### src/rtl/ahb_apb_bridge_gen2_if.sv
// rtl/ahb_apb_bridge_gen2_if.sv - AHB-Lite / APB signal bundle for the bridge
interface ahb_apb_bridge_gen2_if #(
  parameter int ADDR_W  = 32,
  parameter int DATA_W  = 32,
  parameter int NUM_SLV = 4
);
  // AHB-Lite side
  logic              hwrite;
  logic              hreadyin;
  logic [1:0]        htrans;
  logic [ADDR_W-1:0] haddr;
  logic [DATA_W-1:0] hwdata;
  logic              hr_readyout;
  logic [1:0]        hresp;
  logic [DATA_W-1:0] hrdata;
  // APB side
  logic [DATA_W-1:0]  prdata;
  logic               pready;
  logic               pslverr;
  logic               penable;
  logic               pwrite;
  logic [NUM_SLV-1:0] psel;
  logic [ADDR_W-1:0]  paddr;
  logic [DATA_W-1:0]  pwdata;

  // Environment view: AHB master plus APB peripheral responses
  modport master (
    output hwrite, hreadyin, htrans, haddr, hwdata, prdata, pready, pslverr,
    input  penable, pwrite, hr_readyout, psel, hresp, paddr, pwdata, hrdata
  );

  // Bridge view
  modport slave (
    input  hwrite, hreadyin, htrans, haddr, hwdata, prdata, pready, pslverr,
    output penable, pwrite, hr_readyout, psel, hresp, paddr, pwdata, hrdata
  );
endinterface

### src/rtl/ahb_apb_bridge_gen2.sv
// rtl/ahb_apb_bridge_gen2.sv - parametrised AHB-Lite to APB bridge with decode, waits, errors and timeout
module ahb_apb_bridge_gen2 #(
  parameter int                ADDR_W      = 32,
  parameter int                DATA_W      = 32,
  parameter int                NUM_SLV     = 4,
  parameter logic [ADDR_W-1:0] BASE_ADDR   = 32'h8000_0000,
  parameter int                REGION_BITS = 12,
  parameter int                TIMEOUT     = 16
) (
  input  logic                  hclk_i,
  input  logic                  hresetn_i,
  ahb_apb_bridge_gen2_if.slave  bus
);

  localparam logic [1:0] RESP_OKAY  = 2'b00;
  localparam logic [1:0] RESP_ERROR = 2'b01;

  typedef enum logic [2:0] {
    S_IDLE,
    S_SETUP,
    S_ACCESS,
    S_DONE,
    S_ERR1,
    S_ERR2
  } state_t;

  state_t             state_q;
  logic [NUM_SLV-1:0] psel_q;
  logic               penable_q;
  logic               pwrite_q;
  logic [ADDR_W-1:0]  paddr_q;
  logic [DATA_W-1:0]  pwdata_q;
  logic [DATA_W-1:0]  hrdata_q;
  logic               hr_readyout_q;
  logic [1:0]         hresp_q;
  logic [31:0]        cnt_q;

  logic [ADDR_W-1:0]  off_d;
  logic [ADDR_W-1:0]  idx_d;
  logic               hit_d;
  logic               valid_d;
  logic               timeout_d;
  logic [NUM_SLV-1:0] psel_d;

  // Address decode of the transfer currently on the AHB address phase
  always_comb begin
    off_d   = bus.haddr - BASE_ADDR;
    idx_d   = off_d >> REGION_BITS;
    hit_d   = (bus.haddr >= BASE_ADDR) && (idx_d < ADDR_W'(NUM_SLV));
    valid_d = bus.hreadyin && bus.htrans[1];
    psel_d  = '0;
    for (int i = 0; i < NUM_SLV; i++) begin
      psel_d[i] = (idx_d == ADDR_W'(i));
    end
    // The counter equals the number of low-pready ACCESS cycles already seen
    timeout_d = (TIMEOUT != 0) && (cnt_q == 32'(TIMEOUT - 1));
  end

  // Bridge FSM; every bus output is a register updated alongside the state
  always_ff @(posedge hclk_i or negedge hresetn_i) begin
    if (!hresetn_i) begin
      state_q       <= S_IDLE;
      psel_q        <= '0;
      penable_q     <= 1'b0;
      pwrite_q      <= 1'b0;
      paddr_q       <= '0;
      pwdata_q      <= '0;
      hrdata_q      <= '0;
      hr_readyout_q <= 1'b1;
      hresp_q       <= RESP_OKAY;
      cnt_q         <= '0;
    end else begin
      case (state_q)
        S_IDLE, S_DONE: begin
          if (valid_d && hit_d) begin
            // Write data is captured together with the address so that it is
            // already stable while psel is asserted in SETUP.
            state_q       <= S_SETUP;
            psel_q        <= psel_d;
            paddr_q       <= bus.haddr;
            pwrite_q      <= bus.hwrite;
            if (bus.hwrite) pwdata_q <= bus.hwdata;
            hr_readyout_q <= 1'b0;
            hresp_q       <= RESP_OKAY;
          end else if (valid_d) begin
            state_q       <= S_ERR1;
            hr_readyout_q <= 1'b0;
            hresp_q       <= RESP_ERROR;
          end else begin
            state_q       <= S_IDLE;
            hr_readyout_q <= 1'b1;
            hresp_q       <= RESP_OKAY;
          end
        end
        S_SETUP: begin
          state_q   <= S_ACCESS;
          penable_q <= 1'b1;
        end
        S_ACCESS: begin
          if (bus.pready || timeout_d) begin
            psel_q    <= '0;
            penable_q <= 1'b0;
            cnt_q     <= '0;
            if (bus.pready && !bus.pslverr) begin
              state_q       <= S_DONE;
              hr_readyout_q <= 1'b1;
              hresp_q       <= RESP_OKAY;
              if (!pwrite_q) hrdata_q <= bus.prdata;
            end else begin
              state_q       <= S_ERR1;
              hr_readyout_q <= 1'b0;
              hresp_q       <= RESP_ERROR;
            end
          end else begin
            cnt_q <= cnt_q + 32'd1;
          end
        end
        S_ERR1: begin
          state_q       <= S_ERR2;
          hr_readyout_q <= 1'b1;
          hresp_q       <= RESP_ERROR;
        end
        S_ERR2: begin
          // The master cancels whatever it presents here, so nothing is sampled
          state_q       <= S_IDLE;
          hr_readyout_q <= 1'b1;
          hresp_q       <= RESP_OKAY;
        end
        default: begin
          state_q       <= S_IDLE;
          psel_q        <= '0;
          penable_q     <= 1'b0;
          hr_readyout_q <= 1'b1;
          hresp_q       <= RESP_OKAY;
          cnt_q         <= '0;
        end
      endcase
    end
  end

  assign bus.psel        = psel_q;
  assign bus.penable     = penable_q;
  assign bus.pwrite      = pwrite_q;
  assign bus.paddr       = paddr_q;
  assign bus.pwdata      = pwdata_q;
  assign bus.hrdata      = hrdata_q;
  assign bus.hr_readyout = hr_readyout_q;
  assign bus.hresp       = hresp_q;

endmodule

### src/flat_wrapper.sv
// flat-port wrapper written by rule: the top's interface ports become plain ports
module ahb_apb_bridge_gen2_flat 
#(
  parameter int                ADDR_W      = 32,
  parameter int                DATA_W      = 32,
  parameter int                NUM_SLV     = 4,
  parameter logic [ADDR_W-1:0] BASE_ADDR   = 32'h8000_0000,
  parameter int                REGION_BITS = 12,
  parameter int                TIMEOUT     = 16
)
  (hclk_i, hresetn_i, bus_hwrite, bus_hreadyin, bus_htrans, bus_haddr, bus_hwdata, bus_prdata, bus_pready, bus_pslverr, bus_penable, bus_pwrite, bus_hr_readyout, bus_psel, bus_hresp, bus_paddr, bus_pwdata, bus_hrdata);
  ahb_apb_bridge_gen2_if #(.ADDR_W(ADDR_W), .DATA_W(DATA_W), .NUM_SLV(NUM_SLV)) bus_i ();
  input  logic hclk_i;
  input  logic hresetn_i;
  input wire logic [$bits(bus_i.hwrite)-1:0] bus_hwrite;
  input wire logic [$bits(bus_i.hreadyin)-1:0] bus_hreadyin;
  input wire logic [$bits(bus_i.htrans)-1:0] bus_htrans;
  input wire logic [$bits(bus_i.haddr)-1:0] bus_haddr;
  input wire logic [$bits(bus_i.hwdata)-1:0] bus_hwdata;
  input wire logic [$bits(bus_i.prdata)-1:0] bus_prdata;
  input wire logic [$bits(bus_i.pready)-1:0] bus_pready;
  input wire logic [$bits(bus_i.pslverr)-1:0] bus_pslverr;
  output wire logic [$bits(bus_i.penable)-1:0] bus_penable;
  output wire logic [$bits(bus_i.pwrite)-1:0] bus_pwrite;
  output wire logic [$bits(bus_i.hr_readyout)-1:0] bus_hr_readyout;
  output wire logic [$bits(bus_i.psel)-1:0] bus_psel;
  output wire logic [$bits(bus_i.hresp)-1:0] bus_hresp;
  output wire logic [$bits(bus_i.paddr)-1:0] bus_paddr;
  output wire logic [$bits(bus_i.pwdata)-1:0] bus_pwdata;
  output wire logic [$bits(bus_i.hrdata)-1:0] bus_hrdata;
  assign bus_i.hwrite = bus_hwrite;
  assign bus_i.hreadyin = bus_hreadyin;
  assign bus_i.htrans = bus_htrans;
  assign bus_i.haddr = bus_haddr;
  assign bus_i.hwdata = bus_hwdata;
  assign bus_i.prdata = bus_prdata;
  assign bus_i.pready = bus_pready;
  assign bus_i.pslverr = bus_pslverr;
  assign bus_penable = bus_i.penable;
  assign bus_pwrite = bus_i.pwrite;
  assign bus_hr_readyout = bus_i.hr_readyout;
  assign bus_psel = bus_i.psel;
  assign bus_hresp = bus_i.hresp;
  assign bus_paddr = bus_i.paddr;
  assign bus_pwdata = bus_i.pwdata;
  assign bus_hrdata = bus_i.hrdata;
  ahb_apb_bridge_gen2 #(.ADDR_W(ADDR_W), .DATA_W(DATA_W), .NUM_SLV(NUM_SLV), .BASE_ADDR(BASE_ADDR), .REGION_BITS(REGION_BITS), .TIMEOUT(TIMEOUT)) u_core (.hclk_i(hclk_i), .hresetn_i(hresetn_i), .bus(bus_i));
endmodule
### config.mk
export PLATFORM = sky130hd
export DESIGN_NAME = ahb_apb_bridge_gen2_flat
export DESIGN_NICKNAME = d
export VERILOG_FILES = /design/src/rtl/ahb_apb_bridge_gen2_if.sv /design/src/rtl/ahb_apb_bridge_gen2.sv /design/src/flat_wrapper.sv
export SDC_FILE = /design/constraint.sdc
export NUM_CORES = 1
export LEC_CHECK = 0
export BUFFER_PORTS_ARGS = -buffer_cell sky130_fd_sc_hd__buf_4
export CORE_UTILIZATION = 52
export CTS_BUF_LIST = sky130_fd_sc_hd__clkbuf_4
export DETAILED_ROUTE_END_ITERATION = 10
export GPL_ROUTABILITY_DRIVEN = 1
export PLACE_DENSITY = 0.92
export RECOVER_POWER = 50
export SYNTH_ARGS = -nofsm -noshare
export SYNTH_HDL_FRONTEND = slang
export SYNTH_SLANG_ARGS = --single-unit
### constraint.sdc
create_clock -name hclk_i -period 2.4 [get_ports hclk_i]
set_input_delay 0.12 -clock hclk_i [delete_from_list [all_inputs] [get_ports hclk_i]]
set_output_delay 0.12 -clock hclk_i [all_outputs]
set_load 0.02 [all_outputs]
==> flow_summary.yaml, run 1 <==
worst_setup_path:
  worst_setup_path_start_kind: "flip-flop"
  r2r_cells: 5
  rrSetupSlack_ps: 70
  cp_data_arrival_time_ps: 2740
  cp_max_fo: 10
  criticalPathCategory: "reg2reg"
  crit_chain: "xor2_1 -> nor4b_4 -> nand2_4 -> mux2_4 -> dlygate4sd3_1"
  regToRegStartpoint: "u_core.state_q[1]"
  max_stage_delay_ps: 560
  r2r_end: "u_core.bus.pwdata[26]"
  cp_data_required_time_ps: 2810
  worst_setup_path_end_kind: "flip-flop"
  cp_slowest_cell: "dlygate4sd3_1"
yosys:
  synth_cell_types: 43
  ys_warn_count: 0
  synthFlopType: "dfrtp_1"
  syn_inst: 459
  synth_area_per_cell_um2: 12.93
  ys_ff_latch: 139
  synth.net_count: 564
  synthArstFlopShare_pct: 100.0
  syn_area_mm2: 0.005936
  synth_enable_flop_cells: 0
  seq_area_frac_synth_pct: 58.62
grt:
  grt_max_degree: 69
  grt_usage_pct: 35.86
  antenna_found_initial: 2
  grt_pass1_wl_mm: 30.54
  grt-ovfl-total: 0
  grt_pass1_vias: 5662
die:
  die_x_um: 108.8
  placementRows: 38
  core-area_mm2: 0.01098
  die_area_mm2: 0.01185
  ios: 209
  die_y_um: 108.8
  start_util_pct: 54.04
place:
  dpl.hpwl_mm: 11.19
  numPortBuffers: 206
  gp_congestion: 0.8183
sta:
  fin_tns_setup_ps: 0
  max_slew_margin_pct: -13.89
  period_share_pct: 96.99
  rsz0062_at_grt: "false"
  finalClockSkew_ps: 37.06
  tightest_slew_ps: 1708
  fin_crit_ps: 2328
  fmax_ghz: 0.4296
  drv_slew: 68
  hold_violations: 0
  final-setup-viol-count: 0
route:
  vias: 5240
  via_per_inst: 5.733
  ant_nets: 0
  drt-total-wl_mm: 20.73
  drcViolationCount: 0
  drtPass1Iterations: 5
  wire_per_inst_um: 22.68
  drtIter0Drc: 404
min_path:
  hold-path-cell-count: 5
  worstHoldStart: "bus_hreadyin"
  min_to: "u_core.state_q[2]"
  hold_path.class: "in2reg"
layout:
  fin_nets: 864
  drive_gt1_share_pct: 36.92
  finish.utilization_pct: 78.70
  final.fill_count: 639
  area_growth_pct: 45.62
cts:
  insertion_delay_ps: 560
  cts_sinks: 139
  cts_htree_levels: 4
  cts_buffer_depth: 2
  clk_pin_slew_ps: 120
  cts_setup_buffers: 0
  root_buffer: "clkbuf_4"
  tritoncts: "yes"
  cts-buffers-inserted: 17
power_and_ir_drop:
  vdd_ir_drop_max_uv: 601.6
  p_leak_nw: 4.426
  p_per_area_mw_per_mm2: 583.7
outcome:
  violations: "capacitance limit, slew limit"
  status: "complete, but fails checks"
flow_run:
  drv_cap: 1
## state kept, by name, indices dropped and copies added, names as in the netlist, 3 cells and up
register	cells
u_core.bus.hrdata	32
u_core.bus.paddr	32
u_core.bus.pwdata	32
u_core.cnt_q	32
u_core.bus.psel	4
u_core.state_q	3
## logic make-up (layout without fill, tap and decap cells)
kind of cell | count (synthesis) | in the layout | synth area share [%]
AOI/OAI and AO/OA | 23 | 23 | 2.446
xor gates and xnor gates | 29 | 29 | 4.279
adders and majority gates | 1 | 1 | 0.2108
buffers and inverters | 24 | 337 | 1.981
DFF | 139 | 139 | 58.62
muxes | 84 | 84 | 17.77
other | 1 | 3 | 0.06318
and+or+nand+nor | 158 | 158 | 14.63
## metal layers
| metal | GRT usage, % | up-vias | wire [um] |
|---|---|---|---|
| li1 | - | 2214 | - |
| met2 | 60.94 | 339 | 10600 |
| met5 | 0 | - | 0 |
| met3 | 11.95 | 116 | 1701 |
| met1 | 38.24 | 2571 | 7062 |
| met4 | 22.97 | 0 | 1355 |
## power by group
group          internal, mW  switching, mW  total (mW)
Sequential             2.40         0.0944        2.50
Combinational         0.354          0.403       0.757
Clock                 0.846          0.944        1.79
## worst max path at each step
stage,slack (ps),cells past startpoint,start,end
2_1_floorplan,520,5,bus_haddr[15],u_core.bus.paddr[10]
3_3_place_gp,240,6,bus_haddr[15],u_core.bus.paddr[12]
3_5_place_dp,170,6,bus_haddr[20],u_core.bus.paddr[9]
4_1_cts,130,5,u_core.state_q[1],u_core.bus.pwdata[26]
5_1_grt,10,5,u_core.state_q[1],u_core.bus.pwdata[26]
6_report,70,5,u_core.state_q[1],u_core.bus.pwdata[26]
## placed cells by master, fill, tap and decap left out, drive strengths merged, types with 11 or more instances in the layout
cell type / count
buf: 163
xor2: 12
nor4: 18
dfrtp: 138
nand2: 20
nand3: 11
nor2b: 20
clkbuf: 71
dlygate4sd3: 85
mux2: 84
nand4: 13
nor2: 42
o21ai: 12
xnor2: 17
## worst max-delay path: cells and delay by family (launching register included)
| kind | cells | cell delay, ps |
|---|---|---|
| XOR/XNOR | 1 | 230 |
| buffers and inverters | 1 | 560 |
| flip-flops | 1 | 520 |
| multiplexers | 1 | 330 |
| AND/OR/NAND/NOR | 2 | 560 |
## stage by stage
step / total power, mW / hold slack, ps / setup slack (ps) / instance area (um2) / instances
after global placement: 3.087 / 146.6 / 240.7 / 7659 / 795
after detailed placement: 3.122 / 155.2 / 168.9 / 7659 / 795
final: 5.045 / 89.68 / 72.13 / 8643 / 914
after CTS: 4.956 / 22.97 / 133.8 / 8838 / 912
after floorplan: 2.806 / -175.6 / 517.4 / 5936 / 459
after global routing: 5.207 / 84.47 / 11.68 / 8643 / 914
## synth_stat cells, types with 11 or more instances
| cell | count | area [um2] |
|---|---|---|
| clkbuf_1 | 13 | 48.80 |
| dfrtp_1 | 138 | 3453 |
| mux2_2 | 55 | 619.3 |
| mux2_4 | 29 | 435.4 |
| nand2_1 | 19 | 71.32 |
| nand3_1 | 11 | 55.05 |
| nand4_1 | 13 | 81.33 |
| nor2_1 | 42 | 157.7 |
| nor2b_1 | 20 | 125.1 |
| nor4_1 | 17 | 106.4 |
| o21ai_0 | 12 | 60.06 |
| xnor2_1 | 17 | 148.9 |
| xor2_1 | 12 | 105.1 |
## cell type report
| type | count | area [um2] | area share [%] |
|---|---|---|---|
| clock buffer | 18 | 135.1 | 1.563 |
| timing repair buffer | 301 | 2300 | 26.61 |
| multi-input combinational | 296 | 2338 | 27.06 |
| sequential | 139 | 3481 | 40.27 |
| clock inverter | 14 | 193.9 | 2.244 |
| inverter | 4 | 15.01 | 0.1737 |
| antenna | 2 | 5.005 | 0.05790 |
| tap | 140 | 175.2 | 2.027 |
## timing repair
action,4_1_cts,5_1_grt
hold buffers,85,0
endpoints found under the hold margin,152,0
setup endpoints to repair,0,3
gates resized for setup,0,1
Note: power is estimated with default switching activity, not from simulation.
==> run 2: changes to the inputs <==
--- a/config.mk
+++ b/config.mk
@@ -10,7 +10,7 @@
 export CTS_BUF_LIST = sky130_fd_sc_hd__clkbuf_4
 export DETAILED_ROUTE_END_ITERATION = 10
 export GPL_ROUTABILITY_DRIVEN = 1
-export PLACE_DENSITY = 0.92
+export PLACE_DENSITY = 0.83
 export RECOVER_POWER = 50
 export SYNTH_ARGS = -nofsm -noshare
 export SYNTH_HDL_FRONTEND = slang
==> run 2 against run 1 <==
Net effect:
- the run now ends clean
- sequential power barely moved
- critical path depth rose by 1
- wire length fell by 14%
- sequential share of layout area rose by 0.50 points
- highest routed layer unchanged
==> flow_summary.yaml, run 2 (synthesized netlist as in run 1, its figures left out) <==
route:
  drt-met1-wl_mm: 6.436
  top_layer_used: "met4"
  drtIter0Drc: 276
  drt-total-wl_mm: 17.90
  met2_length_mm: 9.387
  met3_length_mm: 1.238
  drtPass1Iterations: 7
  vias: 4990
  ant_nets: 0
  via_per_inst: 5.520
  drcViolationCount: 0
  wire_per_inst_um: 19.80
min_path:
  hold_path.class: "in2reg"
outcome:
  status: "completed"
worst_setup_path:
  cp_max_fo: 29
  cp_data_required_time_ps: 2780
  cp_data_arrival_time_ps: 2510
  max_stage_delay_ps: 440
  worst_setup_path_end_kind: "flip-flop"
  cp_slowest_cell: "dfrtp_1"
  crit_buf_inv: 1
  crit_chain: "nor4_1 -> nand4_1 -> o21a_1 -> nor2_1 -> buf_4 -> o21ai_0"
  criticalPathCategory: "reg2reg"
  path_delay_family: "simple AND/OR/NAND/NOR gates"
  worst_setup_path_start_kind: "flip-flop"
  rrSetupSlack_ps: 280
cts:
  cts_buffer_depth: 2
  insertion_delay_ps: 540
  cts-buffers-inserted: 17
  cts_sinks: 139
  root_buffer: "clkbuf_4"
  cts-resized-gates: 0
  tritoncts: "yes"
  cts_htree_levels: 4
  clk_pin_slew_ps: 120
layout:
  final_common_cell: "buf_4"
  final.fill_count: 654
  fin_nets: 857
  design_area_mm2: 0.008534
  finish.utilization_pct: 77.71
  drive_gt1_share_pct: 37.04
  diodes: 0
  fin_cells: 904
  area_growth_pct: 43.78
  final_cell_mix: "buf_4, dfrtp_1, dlygate4sd3_1, mux2_2, clkbuf_1"
place:
  numPortBuffers: 206
  gp_congestion: 0.8103
  place_area_mm2: 0.007656
  place_inst: 794
  post-place-ws_ps: 240.6
  dpl.hpwl_mm: 10.23
sta:
  period_share_pct: 88.51
  fin_ws_ps: 275.9
  rsz0062_at_grt: "false"
  drv_slew: 0
  fmax_ghz: 0.4708
  fin_tns_setup_ps: 0
  final-setup-viol-count: 0
  finalClockSkew_ps: 26.62
  holdWs_ps: 40.55
  fin_crit_ps: 2124
  tightest_slew_ps: 1236
  hold_violations: 0
  max_slew_margin_pct: 17.60
die:
  die_area_mm2: 0.01185
  die_x_um: 108.8
  die_y_um: 108.8
  ios: 209
  start_util_pct: 54.04
  placementRows: 38
  core-area_mm2: 0.01098
power_and_ir_drop:
  p_per_area_mw_per_mm2: 562.2
  p_leak_nw: 4.373
  finalPower_mw: 4.798
  vdd_ir_drop_max_uv: 362.2
grt:
  grt_max_degree: 70
  grt-ovfl-total: 0
  grt_pass1_wl_mm: 26.90
  grt_pass1_vias: 5183
  grt_usage_pct: 30.99
  antenna_found_initial: 0
flow_run:
  drv_cap: 0
==> run 2: cell types whose count changed in the layout (fill, tap and decap cells not counted), sizes merged <==
cell | previous run | this run
buf | 163 | 161
bufinv | 4 | 3
clkbuf | 71 | 73
clkinv | 5 | 6
diode | 2 | 0
dlygate4sd3 | 85 | 79
inv | 7 | 5
==> run 2: repair_timing <==
| action | CTS | global route |
|---|---|---|
| hold buffers | 79 | 0 |
| setup buffers | 0 | 0 |
| setup endpoints to repair | 0 | 0 |
| hold endpoints to repair | 218 | 0 |
==> run 2: where the power goes <==
part           switching [mW]  internal [mW]  total, mW  leakage (nW)
Sequential             0.0810           2.40       2.48          1.93
Combinational           0.367          0.340      0.707          2.29
Clock                   0.872          0.735       1.61         0.154
Total                    1.32           3.48       4.80          4.37
==> run 2: cell type report <==
cell class,count,area [um2],share of cell area [%]
sequential,139,3480,40.77
multi-input combinational,296,2344,27.46
timing repair buffer,294,2230,26.13
tap,140,175.2,2.052
clock inverter,12,148.9,1.745
clock buffer,19,142.6,1.671
inverter,4,15.01,0.1759
==> run 2: worst paths after layout <==
path | from | end | cells past startpoint
max in group asynchronous | hresetn_i | u_core.bus.psel[1] | 3
setup / recovery | u_core.cnt_q[20] | u_core.cnt_q[10] | 6
hold reg to reg | u_core.bus.psel[1] | u_core.bus.psel[1] | 1
setup reg to reg | u_core.cnt_q[20] | u_core.cnt_q[10] | 6
hold / removal | bus_pready | u_core.cnt_q[0] | 4
min in group asynchronous | hresetn_i | u_core.bus.paddr[18] | 2
==> run 2: worst reg2reg max path, cell delays in order, from the launching register on <==
cell and delay (ps):
dfrtp_1 440, nor4_1 380, nand4_1 210, o21a_1 300, nor2_1 160, buf_4 330, o21ai_0 180
==> run 2: per-layer routing <==
| metal | track usage (%) | vias to the layer above |
|---|---|---|
| met3 | 7.830 | 69 |
| li1 | - | 2193 |
| met4 | 16.80 | 0 |
| met1 | 34.82 | 2459 |
| met2 | 53.98 | 269 |
| met5 | 0 | - |
==> run 3: changes to the inputs <==
--- a/config.mk
+++ b/config.mk
@@ -6,12 +6,15 @@
 export NUM_CORES = 1
 export LEC_CHECK = 0
 export BUFFER_PORTS_ARGS = -buffer_cell sky130_fd_sc_hd__buf_4
-export CORE_UTILIZATION = 52
+export CELL_PAD_IN_SITES_DETAIL_PLACEMENT = 0
+export CELL_PAD_IN_SITES_GLOBAL_PLACEMENT = 1
+export CORE_UTILIZATION = 40
 export CTS_BUF_LIST = sky130_fd_sc_hd__clkbuf_4
 export DETAILED_ROUTE_END_ITERATION = 10
 export GPL_ROUTABILITY_DRIVEN = 1
-export PLACE_DENSITY = 0.83
+export PLACE_DENSITY_LB_ADDON = 0.1
 export RECOVER_POWER = 50
+export SETUP_SLACK_MARGIN = 0.3
 export SYNTH_ARGS = -nofsm -noshare
 export SYNTH_HDL_FRONTEND = slang
 export SYNTH_SLANG_ARGS = --single-unit
==> constraint.sdc (replaced) <==
create_clock -name hclk_i -period 2.2 [get_ports hclk_i]
set_input_delay 0.11 -clock hclk_i [delete_from_list [all_inputs] [get_ports hclk_i]]
set_output_delay 0.11 -clock hclk_i [all_outputs]
set_load 0.02 [all_outputs]
==> run 3 against run 2 <==
Net effect:
- the flow now finishes with violations (capacitance limit, slew limit)
- sequential cell count unchanged
- global-route usage down 10 points
- non-clock buffer count up 34
- combinational power up 32%
- final area up 5.7%
- sequential share of layout area down 2.1 points
- maximum frequency up 15%
- worst hold slack better by 31 ps
- cell count up 9.3%
- clock power about the same
- total power up 9.8%
- largest power group unchanged
==> flow_summary.yaml, run 3 (synthesized netlist as in run 1, its figures left out) <==
worst_setup_path:
  criticalPathCategory: "reg2reg"
  regToRegStartpoint: "u_core.cnt_q[18]"
  worst_setup_path_end_kind: "flip-flop"
  r2r_end: "u_core.bus.psel[1]"
  r2r_cells: 5
  cp_max_fo: 4
  worst_setup_path_start_kind: "flip-flop"
  cp_data_required_time_ps: 2620
  cp_data_arrival_time_ps: 2280
  rrSetupSlack_ps: 350
cts:
  clk_pin_slew_ps: 110
  tritoncts: "yes"
  cts_htree_levels: 4
  cts-buffers-inserted: 17
  cts_sinks: 139
  root_buffer: "clkbuf_4"
  cts_buffer_depth: 2
  insertion_delay_ps: 540
route:
  via_per_inst: 4.780
  wire_per_inst_um: 15.79
  drtIter0Drc: 152
  drt-total-wl_mm: 15.60
  ant_nets: 0
  vias: 4723
  drcViolationCount: 0
  drtPass1Iterations: 4
min_path:
  min_to: "u_core.state_q[2]"
  hold-path-cell-count: 5
  worstHoldStart: "bus_haddr[21]"
  hold_path.class: "in2reg"
flow_run:
  drv_cap: 1
place:
  post-place-ws_ps: 37.51
  numPortBuffers: 206
  dpl.hpwl_mm: 10.47
  gp_congestion: 0.7766
layout:
  final.fill_count: 1205
  drive_gt1_share_pct: 41.30
  final_common_cell: "buf_4"
  finish.utilization_pct: 62.29
  fin_nets: 891
  area_growth_pct: 51.94
  layout.area.seq_mm2: 0.003486
  final_cell_mix: "buf_4, dfrtp_1, dlygate4sd3_1, mux2_2, clkbuf_1"
  multi_input_area_mm2: 0.002442
die:
  ios: 209
  placementRows: 44
  core-area_mm2: 0.01448
  start_util_pct: 41.00
  die_y_um: 123.8
  die_x_um: 123.8
  die_area_mm2: 0.01533
sta:
  drv_slew: 61
  fin_tns_setup_ps: 0
  max_slew_margin_pct: -4.763
  fin_crit_ps: 1851
  rsz0062_at_grt: "true"
  period_share_pct: 84.14
  final-setup-viol-count: 0
  finalClockSkew_ps: 16.43
  fin_ws_ps: 348.9
  hold_violations: 0
  tightest_slew_ps: 1571
  fmax_ghz: 0.5402
power_and_ir_drop:
  finalPower_mw: 5.267
  p_sw_mw: 1.481
  clkPwrFrac_pct: 31.1
  p_per_area_mw_per_mm2: 584.0
  internal-power_mw: 3.787
  p_leak_nw: 4.561
  combPwrFrac_pct: 17.7
  swShare_pct: 28.11
  vdd_ir_drop_max_uv: 312.4
  seqPwrFrac_pct: 51.2
grt:
  antenna_found_initial: 1
  grt_pass1_vias: 4877
  grt_pass1_wl_mm: 23.91
  grt-ovfl-total: 0
  grt_max_degree: 62
  grt_usage_pct: 20.62
outcome:
  status: "complete, but fails checks"
  violations: "capacitance limit, slew limit"
run 3: changes by cell type in the layout (fill, tap and decap cells not counted), sizes merged:
cell	change
clkbuf	-2
clkinvlp	+1
diode	+5
inv	+1
buf	+31
bufinv	-1
clkinv	+2
dlygate4sd3	+3
run 3: repair_timing:
action,CTS,global route
setup buffers,13,4
resized for setup,9,23
cloned,0,3
pin swaps,5,6
endpoints found under the hold margin,185,0
setup endpoints to repair,51,79
hold buffers,82,0
run 3: per-layer routing:
layer / vias up / wire (um) / track usage, %
met1: 2283 / 6559 / 25.26
met3: 17 / 1036 / 6.227
met2: 152 / 7769 / 34.03
met4: 0 / 230 / 7.982
met5: - / 0 / 0
li1: 2271 / - / -
run 3: area by class of cell:
| type | instances | area share (%) |
|---|---|---|
| diodes | 5 | 0.1387 |
| clock buffers | 17 | 1.415 |
| clock inverters | 15 | 1.665 |
| inverters | 4 | 0.1665 |
| multi-input cells | 296 | 27.08 |
| flip-flops and latches | 139 | 38.65 |
| well taps | 184 | 2.553 |
| repair buffers | 328 | 28.33 |
run 3: critical path, stage by stage, from the launching register on:
cell and delay [ps]:
dfrtp_1 420, nor4_2 300, nand4_1 190, o21a_2 270, a211o_4 290, mux2_2 270
run 3: how the worst max path moves through the flow:
stage,endpoint,cells past startpoint,from
finish,u_core.bus.psel[1],5,u_core.cnt_q[18]
global route,u_core.bus.hr_readyout,6,u_core.cnt_q[18]
CTS,u_core.bus.psel[3],5,u_core.cnt_q[20]
detailed placement,u_core.bus.pwdata[5],7,bus_haddr[15]
global placement,u_core.bus.pwdata[14],7,bus_haddr[15]
floorplan,u_core.bus.paddr[10],5,bus_haddr[15]
run 3: through the flow:
step	instances	hold slack [ps]	cell area, um2
2_1_floorplan	459	-185.6	5936
3_3_place_gp	849	127.0	7801
3_5_place_dp	849	135.8	7801
4_1_cts	976	16.06	9035
5_1_grt	988	53.20	9019
6_report	988	71.52	9019
run 3: power by group through the flow:
stage                     Combinational [mW]  Sequential [mW]  Clock [mW]
after global routing                    1.03             2.71        1.80
after floorplan                        0.321             2.74           0
after global placement                 0.675             2.74           0
final                                  0.930             2.70        1.64
after CTS                              0.844             2.70        1.70
after detailed placement               0.683             2.75           0
